### src/rtl/i2s_rx_frame_fifo_if.sv
// Bundle between the I2S word receiver / consumer side and the stereo frame FIFO.
// master drives words and the consumer handshake; slave is the frame FIFO.
interface i2s_rx_frame_fifo_if #(
  parameter int DATA_W = 16,
  parameter int ADDR_W = 3
);
  logic [DATA_W-1:0]   data_i;
  logic                lr_chnl_i;
  logic                write_i;
  logic [2*DATA_W-1:0] frame_o;
  logic                valid_o;
  logic                ready_i;
  logic [ADDR_W:0]     level_o;
  logic                sync_err_o;
  logic                ovf_o;
  logic                clr_ovf_i;

  modport master (
    output data_i, lr_chnl_i, write_i, ready_i, clr_ovf_i,
    input  frame_o, valid_o, level_o, sync_err_o, ovf_o
  );

  modport slave (
    input  data_i, lr_chnl_i, write_i, ready_i, clr_ovf_i,
    output frame_o, valid_o, level_o, sync_err_o, ovf_o
  );
endinterface

### src/rtl/i2s_rx_frame_fifo.sv
// Pairs left/right I2S words into {left, right} frames and buffers them in a
// first-word-fall-through FIFO with sticky overflow and channel-sync error pulses.
//
// state  | meaning
// WAIT_L | expecting a left word; a right word here is a sync error
// WAIT_R | left word held; right completes a frame, another left replaces it
module i2s_rx_frame_fifo #(
  parameter int DATA_W = 16,
  parameter int ADDR_W = 3
) (
  input logic                 clk_i,
  input logic                 rst_i,
  i2s_rx_frame_fifo_if.slave  bus
);

  localparam int DEPTH   = 2 ** ADDR_W;
  localparam int FRAME_W = 2 * DATA_W;
  localparam logic [ADDR_W:0] LEVEL_FULL = (ADDR_W + 1)'(DEPTH);

  typedef enum logic {
    WAIT_L = 1'b0,
    WAIT_R = 1'b1
  } state_t;

  state_t              state_q, state_d;
  logic [DATA_W-1:0]   left_q, left_d;
  logic                sync_err_q, sync_err_d;
  logic                ovf_q, ovf_d;
  logic [ADDR_W-1:0]   wr_ptr_q, wr_ptr_d;
  logic [ADDR_W-1:0]   rd_ptr_q, rd_ptr_d;
  logic [ADDR_W:0]     level_q, level_d;
  logic [FRAME_W-1:0]  mem_q [DEPTH];
  logic [FRAME_W-1:0]  mem_d [DEPTH];

  logic                push_req;
  logic                push_ok;
  logic                pop;
  logic                full;
  logic                drop;
  logic [FRAME_W-1:0]  frame_in;

  // pairing FSM: only write_i cycles move state or touch the held left word
  always_comb begin
    state_d    = state_q;
    left_d     = left_q;
    sync_err_d = 1'b0;
    push_req   = 1'b0;
    frame_in   = {left_q, bus.data_i};
    if (bus.write_i) begin
      case (state_q)
        WAIT_L: begin
          if (bus.lr_chnl_i) begin
            sync_err_d = 1'b1;
          end else begin
            left_d  = bus.data_i;
            state_d = WAIT_R;
          end
        end
        WAIT_R: begin
          if (bus.lr_chnl_i) begin
            push_req = 1'b1;
            state_d  = WAIT_L;
          end else begin
            left_d     = bus.data_i;
            sync_err_d = 1'b1;
          end
        end
        default: state_d = WAIT_L;
      endcase
    end
  end

  // a full FIFO still takes the new frame when the head leaves on the same edge
  always_comb begin
    pop      = (level_q != '0) && bus.ready_i;
    full     = (level_q == LEVEL_FULL);
    push_ok  = push_req && (!full || pop);
    drop     = push_req && !push_ok;
    wr_ptr_d = wr_ptr_q;
    rd_ptr_d = rd_ptr_q;
    level_d  = level_q;
    mem_d    = mem_q;
    if (push_ok) begin
      mem_d[wr_ptr_q] = frame_in;
      wr_ptr_d        = wr_ptr_q + ADDR_W'(1);
    end
    if (pop) begin
      rd_ptr_d = rd_ptr_q + ADDR_W'(1);
    end
    case ({push_ok, pop})
      2'b10:   level_d = level_q + (ADDR_W + 1)'(1);
      2'b01:   level_d = level_q - (ADDR_W + 1)'(1);
      default: level_d = level_q;
    endcase
    ovf_d = ovf_q;
    if (bus.clr_ovf_i) begin
      ovf_d = 1'b0;
    end
    if (drop) begin
      ovf_d = 1'b1;
    end
  end

  always_ff @(posedge clk_i) begin
    if (rst_i) begin
      state_q    <= WAIT_L;
      left_q     <= '0;
      sync_err_q <= 1'b0;
      ovf_q      <= 1'b0;
      wr_ptr_q   <= '0;
      rd_ptr_q   <= '0;
      level_q    <= '0;
    end else begin
      state_q    <= state_d;
      left_q     <= left_d;
      sync_err_q <= sync_err_d;
      ovf_q      <= ovf_d;
      wr_ptr_q   <= wr_ptr_d;
      rd_ptr_q   <= rd_ptr_d;
      level_q    <= level_d;
    end
  end

  // storage needs no reset: zeroed pointers make stale entries unreachable
  always_ff @(posedge clk_i) begin
    mem_q <= mem_d;
  end

  assign bus.frame_o    = mem_q[rd_ptr_q];
  assign bus.valid_o    = (level_q != '0);
  assign bus.level_o    = level_q;
  assign bus.sync_err_o = sync_err_q;
  assign bus.ovf_o      = ovf_q;

endmodule

### src/flat_wrapper.sv
// flat-port wrapper written by rule: the top's interface ports become plain ports
module i2s_rx_frame_fifo_flat 
#(
  parameter int DATA_W = 16,
  parameter int ADDR_W = 3
)
  (clk_i, rst_i, bus_data_i, bus_lr_chnl_i, bus_write_i, bus_ready_i, bus_clr_ovf_i, bus_frame_o, bus_valid_o, bus_level_o, bus_sync_err_o, bus_ovf_o);
  i2s_rx_frame_fifo_if #(.DATA_W(DATA_W), .ADDR_W(ADDR_W)) bus_i ();
  input logic clk_i;
  input logic rst_i;
  input wire logic [$bits(bus_i.data_i)-1:0] bus_data_i;
  input wire logic [$bits(bus_i.lr_chnl_i)-1:0] bus_lr_chnl_i;
  input wire logic [$bits(bus_i.write_i)-1:0] bus_write_i;
  input wire logic [$bits(bus_i.ready_i)-1:0] bus_ready_i;
  input wire logic [$bits(bus_i.clr_ovf_i)-1:0] bus_clr_ovf_i;
  output wire logic [$bits(bus_i.frame_o)-1:0] bus_frame_o;
  output wire logic [$bits(bus_i.valid_o)-1:0] bus_valid_o;
  output wire logic [$bits(bus_i.level_o)-1:0] bus_level_o;
  output wire logic [$bits(bus_i.sync_err_o)-1:0] bus_sync_err_o;
  output wire logic [$bits(bus_i.ovf_o)-1:0] bus_ovf_o;
  assign bus_i.data_i = bus_data_i;
  assign bus_i.lr_chnl_i = bus_lr_chnl_i;
  assign bus_i.write_i = bus_write_i;
  assign bus_i.ready_i = bus_ready_i;
  assign bus_i.clr_ovf_i = bus_clr_ovf_i;
  assign bus_frame_o = bus_i.frame_o;
  assign bus_valid_o = bus_i.valid_o;
  assign bus_level_o = bus_i.level_o;
  assign bus_sync_err_o = bus_i.sync_err_o;
  assign bus_ovf_o = bus_i.ovf_o;
  i2s_rx_frame_fifo #(.DATA_W(DATA_W), .ADDR_W(ADDR_W)) u_core (.clk_i(clk_i), .rst_i(rst_i), .bus(bus_i));
endmodule
### config.mk
export PLATFORM = sky130hd
export DESIGN_NAME = i2s_rx_frame_fifo_flat
export DESIGN_NICKNAME = d
export VERILOG_FILES = /design/src/rtl/i2s_rx_frame_fifo_if.sv /design/src/rtl/i2s_rx_frame_fifo.sv /design/src/flat_wrapper.sv
export SDC_FILE = /design/constraint.sdc
export NUM_CORES = 1
export LEC_CHECK = 0
export ABC_AREA = 0
export CELL_PAD_IN_SITES_DETAIL_PLACEMENT = 1
export CELL_PAD_IN_SITES_GLOBAL_PLACEMENT = 1
export CORE_MARGIN = 5
export CORE_UTILIZATION = 37
export CTS_CLUSTER_SIZE = 14
export DETAILED_ROUTE_END_ITERATION = 10
export GPL_TIMING_DRIVEN = 0
export PLACE_DENSITY_LB_ADDON = 0.1
export SETUP_SLACK_MARGIN = 0.5
export SLEW_MARGIN = 10
export SYNTH_ARGS = -nofsm -noshare
export SYNTH_HDL_FRONTEND = slang
export SYNTH_SLANG_ARGS = --single-unit
export TNS_END_PERCENT = 1
### constraint.sdc
create_clock -name clk_i -period 6.3 [get_ports clk_i]
set_input_delay 0.945 -clock clk_i [delete_from_list [all_inputs] [get_ports clk_i]]
set_output_delay 0.945 -clock clk_i [all_outputs]
set_load 0.01 [all_outputs]
==> flow_summary.yaml <==
power_and_ir_drop:
  ir_worst_vdd_uv: 181.8
  p_per_area_mw_per_mm2: 290.2
  p_leak_nw: 4.264
worst_setup_path:
  crit_chain: "clkbuf_1 -> buf_2 -> mux4_2 -> mux2_2 -> clkdlybuf4s50_1"
  cp.arrival_ns: 3.11
  path_max_fanout: 10
  cp-startpoint: "u_core.rd_ptr_q[1]"
  startpoint_type: "flip-flop"
  crit_buf_inv: 3
  critPathRequiredTime_ns: 5.35
  r2r_end: "u_core.bus.level_o[3]"
  cp.depth: 5
  critical_path.endpoint: "bus_frame_o[27]"
  ff2ff_path_depth: 9
  critPathSlowestCell: "clkbuf_1"
  slowest_delay_ns: 0.56
  r2r_slack_ns: 3.46
  crit_family: "buffers and inverters"
  worstSetupPathType: "reg -> out"
  endpoint_kind: "output port"
  r2r_start: "u_core.bus.level_o[0]"
min_path:
  holdCritStartpoint: "u_core.state_q"
  min_path_type: "reg -> reg"
cts:
  cts_hold_buffers: 0
  insertion_delay_ns: 0.54
  cts_resized: 0
  cts_max_level: 1
  cts_sinks: 285
  cts_buffer_depth: 3
  root_buffer: "clkbuf_16"
  clk_pin_slew_ns: 0.06
  cts_made_buffers: 30
  post-cts-setup-buffers: 0
  cts_tree: "yes"
detailed_routing:
  routedWlPerCell_um: 23.67
  detail_route.vias_per_cell: 5.010
  vias: 5270
  firstDrtPassIters: 4
  route.detailed.drc: 0
  ant_nets: 0
  drt-initial-drc-count: 330
  routed_wl_um: 24900
grt:
  grt_pass1_wl_um: 37950
  first_global_vias: 6041
  grt_usage_pct: 15.16
  antenna_found_initial: 0
  grt_max_degree: 21
  overflow: 0
synth:
  seq_area_frac_synth_pct: 75.23
  synth_edf_count: 256
  synth_area_per_cell_um2: 20.97
  netlist_instances: 524
  synth_seq_cells: 285
  synth_ff_type: "edfxtp_1"
  async_reset_ff_share_pct: 0
  synth_area_mm2: 0.01099
  yosysWarningCount: 0
  synth_nets: 553
  synth_cell_types: 34
timing:
  fmax_mhz: 246.6
  rsz0062_at_grt: "no"
  finalCritPeriodShare_pct: 64.36
  tightest_slew_ns: 0.8629
  slew_viol_final: 0
  setup_ws_ns: 2.246
  hold_viol_final: 0
  skew_ns: 0.01350
  period_needed_ns: 4.054
  setup_viol: 0
  slew-limit-headroom_pct: 42.47
final_layout:
  final_util_pct: 45.14
  final_cell_mix: "256 x edfxtp_1, 59 x clkdlybuf4s50_1, 39 x mux4_2"
  final_common_cell: "edfxtp_1"
  syn2layout_area_growth_pct: 21.08
  nFillCells: 2787
  antenna_cells: 0
  layout-drive-gt1-share_pct: 23.41
  layout.nets: 668
die:
  fp.dieArea_mm2: 0.03325
  die_w_um: 182.4
  die_h_um: 182.4
  rows: 63
  ios: 61
  initial_core_util_pct: 37.28
  coreArea_mm2: 0.02948
place:
  dp_slack_ns: 2.592
  numPortBuffers: 59
  hpwl_um: 16440
  gp_congestion: 0.7125
job:
  maxCapViolCount: 0
status:
  status: "complete, no violations"
cell type report:
cell class	count	area, um2	area share [%]
buffer	26	176.4	1.326
clock buffer	41	813.3	6.111
clock inverter	14	68.82	0.5171
inverter	5	18.77	0.1410
multi-input combinational	208	2577	19.37
sequential	285	8268	62.13
tap	390	488.0	3.667
timing repair buffer	83	897.1	6.741
how the worst min path moves through the flow:
stage,endpoint,cells past startpoint,slack (ns)
after CTS,u_core.bus.ovf_o,2,0.51
final,u_core.state_q,2,0.50
after floorplan,u_core.state_q,2,0.45
after detailed placement,u_core.bus.ovf_o,2,0.49
after global routing,u_core.state_q,2,0.54
after global placement,u_core.bus.ovf_o,2,0.48
flip-flops by register name, indices dropped and copies added (netlist names):
name / flops
u_core.bus.level_o: 4
u_core.bus.ovf_o: 1
u_core.state_q: 1
u_core.left_q: 16
u_core.rd_ptr_q: 3
u_core.mem_q: 256
u_core.bus.sync_err_o: 1
u_core.wr_ptr_q: 3
routing by layer:
metal  global-route usage (%)  share of wire [%]
met1                    20.74                 44
met2                    25.83                 50
met3                    2.212                4.6
met4                    3.663                1.8
met5                        0                  0
cell families (layout without fill, tap and decap cells):
| group | count (synthesis) | in the layout | synth area share, % |
|---|---|---|---|
| xor gates and xnor gates | 6 | 6 | 0.4781 |
| muxes | 98 | 98 | 17.43 |
| and+or+nand+nor | 70 | 70 | 2.812 |
| adders and majority gates | 7 | 7 | 0.8652 |
| AOI/OAI and AO/OA | 27 | 27 | 1.412 |
| DFF | 285 | 285 | 75.23 |
| buffers and inverters | 31 | 169 | 1.776 |
per-stage QoR:
step	area, um2	power, mW	instances	TNS [ns]	hold slack (ns)
final	13310	3.862	1052	0	0.4983
after global routing	13310	4.020	1052	0	0.5420
after global placement	12070	2.316	973	-156.18	0.4785
after detailed placement	12430	2.324	997	0	0.4871
after floorplan	10990	2.230	524	0	0.4532
after CTS	13310	3.918	1052	0	0.5064
power by group:
| group | switching, mW | internal (mW) | total (mW) |
|---|---|---|---|
| Clock | 0.686 | 0.899 | 1.58 |
| Sequential | 0.0146 | 2.07 | 2.08 |
| Combinational | 0.0929 | 0.105 | 0.198 |
| Total | 0.794 | 3.07 | 3.86 |
synthesized netlist by cell type (2+ instances only):
| library cell | instances | area (um2) |
|---|---|---|
| a21oi_1 | 22 | 110.1 |
| buf_1 | 2 | 7.510 |
| buf_12 | 2 | 40.04 |
| buf_2 | 7 | 35.03 |
| buf_6 | 2 | 22.52 |
| buf_8 | 2 | 30.03 |
| clkbuf_1 | 11 | 41.29 |
| dfxtp_1 | 29 | 580.6 |
| edfxtp_1 | 256 | 7687 |
| ha_1 | 6 | 75.07 |
| inv_1 | 5 | 18.77 |
| mux2_2 | 32 | 360.4 |
| mux2i_1 | 2 | 20.02 |
| mux4_1 | 25 | 656.9 |
| mux4_2 | 39 | 878.3 |
| nand2_1 | 35 | 131.4 |
| nand2b_1 | 3 | 18.77 |
| nand3_1 | 3 | 15.01 |
| nor2_1 | 17 | 63.81 |
| nor3_1 | 4 | 20.02 |
| or4_1 | 2 | 15.01 |
| xor2_1 | 6 | 52.55 |
worst min-delay path: stages, from the launching register on:
cell	delay, ns
dfxtp_1	0.32
nand2b_1	0.07
a21oi_1	0.06
(Power assumes the default switching activity.)
